### src/rtl/op_sequencer_pkg.sv
// Shared opcode constants and sequencer state encoding for the decode-stage op_sequencer.
package op_sequencer_pkg;

    localparam logic [4:0] OP_NOP   = 5'b00000;
    localparam logic [4:0] OP_CALL  = 5'b11000;
    localparam logic [4:0] OP_CALL2 = 5'b11001;
    localparam logic [4:0] OP_RET   = 5'b11010;
    localparam logic [4:0] OP_RET2  = 5'b11011;
    localparam logic [4:0] OP_RTI   = 5'b11100;
    localparam logic [4:0] OP_RTI2  = 5'b11101;
    localparam logic [4:0] OP_INT1  = 5'b11110;
    localparam logic [4:0] OP_INT2  = 5'b11111;

    typedef enum logic [2:0] {
        S_NORMAL = 3'd0,
        S_CALL2  = 3'd1,
        S_RET2   = 3'd2,
        S_RTI2   = 3'd3,
        S_INT1   = 3'd4,
        S_INT2   = 3'd5,
        S_DRAIN  = 3'd6
    } seqState_t;

    // Second halves and interrupt opcodes are generated internally only; fetching one is illegal.
    function automatic logic isReservedOp(input logic [4:0] op);
        return (op == OP_CALL2) || (op == OP_RET2) || (op == OP_RTI2) ||
               (op == OP_INT1)  || (op == OP_INT2);
    endfunction

endpackage

### src/rtl/op_sequencer_bubble_counter.sv
// 3-bit loadable down counter that times the post-return drain bubbles.
module op_sequencer_bubble_counter (
    input  logic       clk,
    input  logic       rst,
    input  logic       load,
    input  logic [2:0] loadVal,
    input  logic       dec,
    output logic       zero
);

    logic [2:0] cntReg;

    always_ff @(posedge clk) begin
        if (rst) begin
            cntReg <= 3'd0;
        end else if (load) begin
            cntReg <= loadVal;
        end else if (dec && (cntReg != 3'd0)) begin
            cntReg <= cntReg - 3'd1;
        end
    end

    assign zero = (cntReg == 3'd0);

endmodule

### src/rtl/op_sequencer.sv
// Decode-stage sequencer: expands CALL/RET/RTI, injects the interrupt pair and inserts bubbles.
// Optional OP_SEQ_ISR_BLOCK_EN: blocks interrupt nesting between INT2 and RTI2.
module op_sequencer
    import op_sequencer_pkg::*;
#(
    parameter int OPW         = 5,
    parameter int RET_BUBBLES = 2
) (
    input  logic           clk,
    input  logic           rst,
    input  logic [OPW-1:0] in_op,
    input  logic           in_valid,
    input  logic           stall,
    input  logic           flush,
    input  logic           irq,
    output logic [OPW-1:0] opCode,
    output logic           makeMeBubble,
    output logic           pc_hold,
    output logic           int_ack
);

    // Counter is loaded with one less than the bubble count; DRAIN exits on the zero cycle.
    localparam logic [2:0] DRAIN_LOAD = (RET_BUBBLES > 0) ? 3'(RET_BUBBLES - 1) : 3'd0;

    seqState_t      stateReg, stateNext;
    logic [OPW-1:0] opCodeNext;
    logic           bubbleNext, pcHoldNext, intAckNext;
    logic           irqPendReg, irqPendNext;
    logic           int1Issue, irqAllowed;
    logic           cntLoad, cntDec, cntZero;

`ifdef OP_SEQ_ISR_BLOCK_EN
    logic inIsrReg, inIsrNext;
    assign irqAllowed = !inIsrReg;
`else
    assign irqAllowed = 1'b1;
`endif

    op_sequencer_bubble_counter uDrain (
        .clk     (clk),
        .rst     (rst),
        .load    (cntLoad),
        .loadVal (DRAIN_LOAD),
        .dec     (cntDec),
        .zero    (cntZero)
    );

    always_comb begin
        stateNext  = stateReg;
        opCodeNext = OPW'(OP_NOP);
        bubbleNext = 1'b1;
        pcHoldNext = 1'b0;
        intAckNext = 1'b0;
        cntLoad    = 1'b0;
        cntDec     = 1'b0;
        int1Issue  = 1'b0;
`ifdef OP_SEQ_ISR_BLOCK_EN
        inIsrNext  = inIsrReg;
`endif
        case (stateReg)
            S_NORMAL: begin
                if (flush) begin
                    pcHoldNext = 1'b0;
                end else if (stall) begin
                    pcHoldNext = 1'b1;
                end else if (irqPendReg && irqAllowed) begin
                    // Bubble and hold PC so the fetched instruction is refetched after the ISR entry.
                    pcHoldNext = 1'b1;
                    stateNext  = S_INT1;
                end else if (!in_valid) begin
                    pcHoldNext = 1'b0;
                end else if ((in_op == OPW'(OP_CALL)) || (in_op == OPW'(OP_RET)) ||
                             (in_op == OPW'(OP_RTI))) begin
                    opCodeNext = in_op;
                    bubbleNext = 1'b0;
                    pcHoldNext = 1'b1;
                    if (in_op == OPW'(OP_CALL))
                        stateNext = S_CALL2;
                    else if (in_op == OPW'(OP_RET))
                        stateNext = S_RET2;
                    else
                        stateNext = S_RTI2;
                end else if (!isReservedOp(5'(in_op))) begin
                    opCodeNext = in_op;
                    bubbleNext = 1'b0;
                end
            end
            S_CALL2: begin
                opCodeNext = OPW'(OP_CALL2);
                bubbleNext = 1'b0;
                stateNext  = S_NORMAL;
            end
            S_RET2, S_RTI2: begin
                opCodeNext = (stateReg == S_RET2) ? OPW'(OP_RET2) : OPW'(OP_RTI2);
                bubbleNext = 1'b0;
`ifdef OP_SEQ_ISR_BLOCK_EN
                if (stateReg == S_RTI2)
                    inIsrNext = 1'b0;
`endif
                if (RET_BUBBLES == 0) begin
                    stateNext = S_NORMAL;
                end else begin
                    cntLoad   = 1'b1;
                    stateNext = S_DRAIN;
                end
            end
            S_INT1: begin
                opCodeNext = OPW'(OP_INT1);
                bubbleNext = 1'b0;
                pcHoldNext = 1'b1;
                intAckNext = 1'b1;
                int1Issue  = 1'b1;
                stateNext  = S_INT2;
            end
            S_INT2: begin
                opCodeNext = OPW'(OP_INT2);
                bubbleNext = 1'b0;
                pcHoldNext = 1'b1;
`ifdef OP_SEQ_ISR_BLOCK_EN
                inIsrNext  = 1'b1;
`endif
                stateNext  = S_NORMAL;
            end
            S_DRAIN: begin
                pcHoldNext = 1'b1;
                if (cntZero)
                    stateNext = S_NORMAL;
                else
                    cntDec = 1'b1;
            end
            default: stateNext = S_NORMAL;
        endcase
        // A new request in the same cycle as INT1 issue survives the clear.
        irqPendNext = irq | (irqPendReg & ~int1Issue);
    end

    always_ff @(posedge clk) begin
        if (rst) begin
            stateReg     <= S_NORMAL;
            opCode       <= OPW'(OP_NOP);
            makeMeBubble <= 1'b1;
            pc_hold      <= 1'b0;
            int_ack      <= 1'b0;
            irqPendReg   <= 1'b0;
`ifdef OP_SEQ_ISR_BLOCK_EN
            inIsrReg     <= 1'b0;
`endif
        end else begin
            stateReg     <= stateNext;
            opCode       <= opCodeNext;
            makeMeBubble <= bubbleNext;
            pc_hold      <= pcHoldNext;
            int_ack      <= intAckNext;
            irqPendReg   <= irqPendNext;
`ifdef OP_SEQ_ISR_BLOCK_EN
            inIsrReg     <= inIsrNext;
`endif
        end
    end

endmodule

### config.mk
export PLATFORM = sky130hd
export DESIGN_NAME = op_sequencer
export DESIGN_NICKNAME = d
export VERILOG_FILES = /design/src/rtl/op_sequencer_pkg.sv /design/src/rtl/op_sequencer_bubble_counter.sv /design/src/rtl/op_sequencer.sv
export SDC_FILE = /design/constraint.sdc
export NUM_CORES = 1
export LEC_CHECK = 0
export CAP_MARGIN = 25
export CORE_ASPECT_RATIO = 0.9
export CORE_MARGIN = 2
export CORE_UTILIZATION = 45
export DETAILED_ROUTE_END_ITERATION = 10
export PLACE_DENSITY = 0.72
export SLEW_MARGIN = 30
export SYNTH_ARGS = -nofsm -noshare
export SYNTH_HDL_FRONTEND = slang
export SYNTH_SLANG_ARGS = --single-unit
### constraint.sdc
create_clock -name clk -period 1.7 [get_ports clk]
set_input_delay 0.34 -clock clk [delete_from_list [all_inputs] [get_ports clk]]
set_output_delay 0.34 -clock clk [all_outputs]
set_load 0.01 [all_outputs]
==> results.ini, run 1 <==
[timing]
timing.final.ws_setup_ns = 0.137
fmax_mhz = 640
hold_viol = 0
min_period_ns = 1.56
post-route-period-util = 0.920
rsz0062_at_grt = no
setup_violations = 0
fin_skew_ns = 0.00381
maxSlewHeadroom = 0.726
final_max_slew_viol_count = 0
worst_pin_slew_ns = 0.405
fin_tns_setup_ns = 0

[clock_network]
cts.reportedPaths.clkPinSlew_ns = 0.09
cts_sinks = 15
postCtsHoldBufs = 0
h-tree-depth = 1
cts_buffers = 3
clock_latency_ns = 0.28
clockBufferDepth = 2
cts-root-buf = clkbuf_4
cts_tree = done

[flow_run]
maxCapViolCount = 0

[detailed_routing]
drc = 0
vias = 704
avgViaCountPerCell = 5.21
wl_met1_um = 813
first_iter_violations = 18
wl_per_cell_um = 12.2
wl_met2_um = 755
dr_wl_met3_um = 74
ant_nets = 0
dr.pass1.iters = 4
dr.max_layer_used = met3
wl_um = 1640

[yosys]
ys_types = 42
synth_area_um2 = 808
synth-edff-count = 0
synth.avg_cell_area_um2 = 9.08
synth_nets = 102
synth-seq-area-share = 0.372
yosys_warnings = 0
synth-seq-cells = 15
synthCells = 89
ys_async_sr_fraction = 0
synth_ff_type = dfxtp_1

[placed_design]
port_buffers = 18
place_ws_ns = 0.0267
hpwl_um = 1240
gp_congestion = 0.869
dp.cells = 130

[setup_path]
slowest_stage = and4bb_4
r2r_start = uDrain.cntReg[0]$_SDFFE_PP0P_
critPathArrivalTime_ns = 1.75
worstPathCellList = inv_1 -> ha_1 -> ha_2 -> and4bb_4 -> nor2_1 -> a2111oi_2
crit_start = uDrain.cntReg[0]$_SDFFE_PP0P_
required_ns = 1.88
startpoint_type = flop
path_class = reg2reg
reg2reg_depth = 6
path_delay_family = simple AND/OR/NAND/NOR gates
r2r_slack_ns = 0.14
crit_path_end = uDrain.cntReg[2]$_SDFFE_PP0P_
cp_num_buf_inv = 1
r2r_end = uDrain.cntReg[2]$_SDFFE_PP0P_
cp.depth = 6
end_kind = flop
max_stage_delay_ns = 0.35
path_max_fanout = 5

[worst_hold_path]
hold_class = reg2reg
hold_path_depth = 2

[power]
finalPower_w = 0.000700
p_per_area_mw_per_mm2 = 664
vdd_drop_max_v = 0.000374
total_leakage_power_nw = 0.377

[finish]
drive_gt1_frac = 0.162
antenna_cells = 0
layout_commonest_cell = clkdlybuf4s50_1
instances_no_fill = 135
final_util = 0.627
syn_to_final_growth_pct = 30.5
nets = 125
layout_common_cells = 18 x clkdlybuf4s50_1, 13 x dfxtp_1, 9 x inv_1, 8 x a21oi_1, 6 x buf_4

[floorplanning]
rows = 14
core_area_mm2 = 0.00168
die_x_um = 48.7
initial_utilization = 0.481
die_h_um = 44.2
boundaryPins = 19
dieArea_mm2 = 0.00215

[global_routing]
grt_pass1_wl_um = 2590
grt_pass1_vias = 587
grt_usage = 0.155
grt_max_degree = 14
grt_overflow = 0
antenna_found_initial = 0

[outcome]
outcome = completed

kinds of logic (layout without fill, tap and decap cells):
logic type,count (synthesis),in the layout,synth area share
DFF,15,15,0.372
buffers and inverters,15,37,0.0913
xor gates and xnor gates,1,1,0.0108
adders and majority gates,2,2,0.0310
AOI/OAI and AO/OA,30,30,0.279
and+or+nand+nor,26,26,0.217
area by class of cell:
cell class	count	area [um^2]
clock buffers	4	26.3
fillers	165	627
inverters	9	33.8
multi-input cells	59	437
flip-flops and latches	15	303
well taps	24	30.0
repair buffers	24	225
synthesized netlist by cell type, drive strengths merged, types with 2 or more instances:
master	n	area share
nor2	5	0.023
nand2	5	0.023
a21oi	8	0.050
o41ai	2	0.022
dfxtp	15	0.37
o211ai	2	0.019
inv	9	0.042
a2111oi	3	0.050
clkbuf	3	0.015
buf	3	0.034
ha	2	0.031
nor2b	2	0.015
o21ai	4	0.025
nand3	2	0.012
stage by stage:
step / hold slack, ns / cell area, um^2
3_3_place_gp: 0.526 / 1020
2_1_floorplan: 0.446 / 808
3_5_place_dp: 0.531 / 1020
5_1_grt: 0.570 / 1050
4_1_cts: 0.543 / 1040
6_report: 0.542 / 1050
state kept, by name (all words and copies together), names as in the netlist:
| name | count |
|---|---|
| stateReg | 3 |
| opCode | 5 |
| makeMeBubble | 1 |
| irqPendReg | 1 |
| int_ack | 1 |
| uDrain.cntReg | 3 |
| pc_hold | 1 |
what timing repair did:
action                                  4_1_cts  5_1_grt
endpoints found under the setup margin        0        2
gates resized for setup                       0        3
setup buffers                                 0        1
worst min-delay path, cell delays in order (launching register included):
cell       delay (ns)
dfxtp_1          0.32
nor2_1           0.12
a2111oi_2        0.06
where the power goes:
group / total [W] / switching, W / internal (W)
Sequential: 0.000374 / 0.0000108 / 0.000363
Combinational: 0.000124 / 0.0000562 / 0.0000682
Clock: 0.000202 / 0.000111 / 0.0000908
worst min path at each step:
| stage | from | to |
|---|---|---|
| 2_1_floorplan | flush | pc_hold$_SDFF_PP0_ |
| 3_3_place_gp | uDrain.cntReg[1]$_SDFFE_PP0P_ | uDrain.cntReg[1]$_SDFFE_PP0P_ |
| 3_5_place_dp | uDrain.cntReg[1]$_SDFFE_PP0P_ | uDrain.cntReg[1]$_SDFFE_PP0P_ |
| 4_1_cts | uDrain.cntReg[1]$_SDFFE_PP0P_ | uDrain.cntReg[1]$_SDFFE_PP0P_ |
| 5_1_grt | uDrain.cntReg[2]$_SDFFE_PP0P_ | uDrain.cntReg[2]$_SDFFE_PP0P_ |
| 6_report | uDrain.cntReg[2]$_SDFFE_PP0P_ | uDrain.cntReg[2]$_SDFFE_PP0P_ |
layer usage:
layer | global-route usage | vias up
met5 | 0 | -
met4 | 0.0514 | 0
met3 | 0.0304 | 0
met2 | 0.244 | 17
met1 | 0.216 | 317
li1 | - | 370
Note: power is estimated with default switching activity, not from simulation.
==> run 2: changes to the inputs <==
--- a/config.mk
+++ b/config.mk
@@ -11,6 +11,7 @@
 export CORE_UTILIZATION = 45
 export DETAILED_ROUTE_END_ITERATION = 10
 export PLACE_DENSITY = 0.72
+export SETUP_SLACK_MARGIN = 0.3
 export SLEW_MARGIN = 30
 export SYNTH_ARGS = -nofsm -noshare
 export SYNTH_HDL_FRONTEND = slang
==> constraint.sdc (replaced) <==
create_clock -name clk -period 1.6 [get_ports clk]
set_input_delay 0.32 -clock clk [delete_from_list [all_inputs] [get_ports clk]]
set_output_delay 0.32 -clock clk [all_outputs]
set_load 0.01 [all_outputs]
==> results.ini, run 2 (synthesis gave the netlist of run 1 again) <==
[detailed_routing]
wl_um = 1950
vias = 782
ant_nets = 0
first_iter_violations = 10
avgViaCountPerCell = 5.39
wl_per_cell_um = 13.5
dr.pass1.iters = 4
drc = 0

[floorplanning]
dieArea_mm2 = 0.00215
initial_utilization = 0.481
boundaryPins = 19
die_x_um = 48.7
die_h_um = 44.2
core_area_mm2 = 0.00168
rows = 14

[timing]
worst_pin_slew_ns = 0.448
timing.final.ws_setup_ns = 0.189
maxSlewHeadroom = 0.701
final_max_slew_viol_count = 0
hold_slack_ns = 0.452
rsz0062_at_grt = yes
setup_violations = 0
post-route-period-util = 0.882
hold_viol = 0
fin_tns_setup_ns = 0
min_period_ns = 1.41
fmax_mhz = 709
fin_skew_ns = 0.00789

[setup_path]
worstPathCellList = inv_2 -> ha_4 -> ha_4 -> and4bb_4 -> nor2_2 -> a2111oi_2
max_stage_delay_ns = 0.36
end_kind = flop
critPathMostFrequentCell = ha_4
slowest_stage = and4bb_4
path_delay_family = simple AND/OR/NAND/NOR gates
startpoint_type = flop
cp_num_buf_inv = 1
required_ns = 1.78
path_max_fanout = 5
critPathArrivalTime_ns = 1.59
path_class = reg2reg

[finish]
syn_to_final_growth_pct = 50.0
antenna_cells = 0
largestRegisters = opCode (5), stateReg (3), uDrain.cntReg (3)
drive_gt1_frac = 0.372
layout_commonest_cell = buf_4
nets = 135
instances_no_fill = 145
fillers = 125
largest_reg_flops = 5
regArea_um2 = 315
regMostFlops = opCode
layout_common_cells = 16 x buf_4, 10 x dlygate4sd2_1, 9 x dfxtp_1, 7 x inv_1, 7 x a21oi_1
multiInputGateArea_um2 = 504

[clock_network]
cts_sinks = 15
clockBufferDepth = 2
cts-root-buf = clkbuf_4
postCtsHoldBufs = 0
h-tree-depth = 1
cts.reportedPaths.clkPinSlew_ns = 0.09
clock_latency_ns = 0.28
cts_tree = done
cts_buffers = 3

[flow_run]
maxCapViolCount = 0

[global_routing]
grt_pass1_wl_um = 3180
antenna_found_initial = 0
grt_overflow = 0
grt_max_degree = 15
grt_usage = 0.195
grt_pass1_vias = 727

[power]
p_switching_w = 0.000207
total_leakage_power_nw = 0.527
finalPower_w = 0.000771
pwr-share-comb = 0.205
pwr-share-clk = 0.282
intPower_w = 0.000563
p_per_area_mw_per_mm2 = 636
seqPwrFrac = 0.512
p_sw_frac = 0.269
vdd_drop_max_v = 0.000488

[worst_hold_path]
hold_class = in2reg

[placed_design]
gp_congestion = 0.799
place_ws_ns = -0.0572
port_buffers = 18
dp.cells = 135
hpwl_um = 1370

[outcome]
outcome = completed

## run 2: worst min-delay path, cell delays in order
cell and delay, ns:
dlymetal6s2s_1 0.14, nor4b_4 0.08, o21ai_2 0.07, o32ai_1 0.08
## run 2: worst paths after layout
kind	from	to	slack [ns]	cells after the start
worst min-delay path	stall	opCode[2]$_SDFF_PP0_	0.45	4
worst max-delay path	uDrain.cntReg[0]$_SDFFE_PP0P_	uDrain.cntReg[1]$_SDFFE_PP0P_	0.19	6
worst min register to register	uDrain.cntReg[2]$_SDFFE_PP0P_	uDrain.cntReg[2]$_SDFFE_PP0P_	0.50	2
worst max register to register	uDrain.cntReg[0]$_SDFFE_PP0P_	uDrain.cntReg[1]$_SDFFE_PP0P_	0.19	6
## run 2: timing repair
| item | CTS | global route |
|---|---|---|
| gates cloned | 0 | 0 |
| gates resized for setup | 21 | 14 |
| setup buffers | 2 | 4 |
| setup endpoints to repair | 19 | 10 |
| pin swaps | 3 | 3 |
## run 2: area by class of cell
cell class	instances	share of cell area
multi-input combinational	59	0.416
sequential	15	0.260
timing repair buffer	34	0.250
inverter	9	0.0279
tap	24	0.0248
clock buffer	4	0.0217
## run 2: routing by layer
layer,part of all wire,track usage
met1,0.45,0.226
met2,0.51,0.345
met3,0.028,0.0473
met4,0.0067,0.0914
met5,0,0
## run 2: metrics by stage
| step | util | area [um^2] |
|---|---|---|
| finish | 0.721 | 1210 |
| global route | 0.721 | 1210 |
| CTS | 0.676 | 1140 |
| detailed placement | 0.634 | 1070 |
| global placement | 0.634 | 1070 |
| floorplan | - | 821 |
## run 2: power by group through the flow
stage	logic, W	clock network, W	registers [W]
after detailed placement	0.000143	0	0.000407
after CTS	0.000145	0.000222	0.000398
after global placement	0.000140	0	0.000407
final	0.000158	0.000218	0.000395
after global routing	0.000171	0.000245	0.000397
after floorplan	0.0000661	0	0.000406
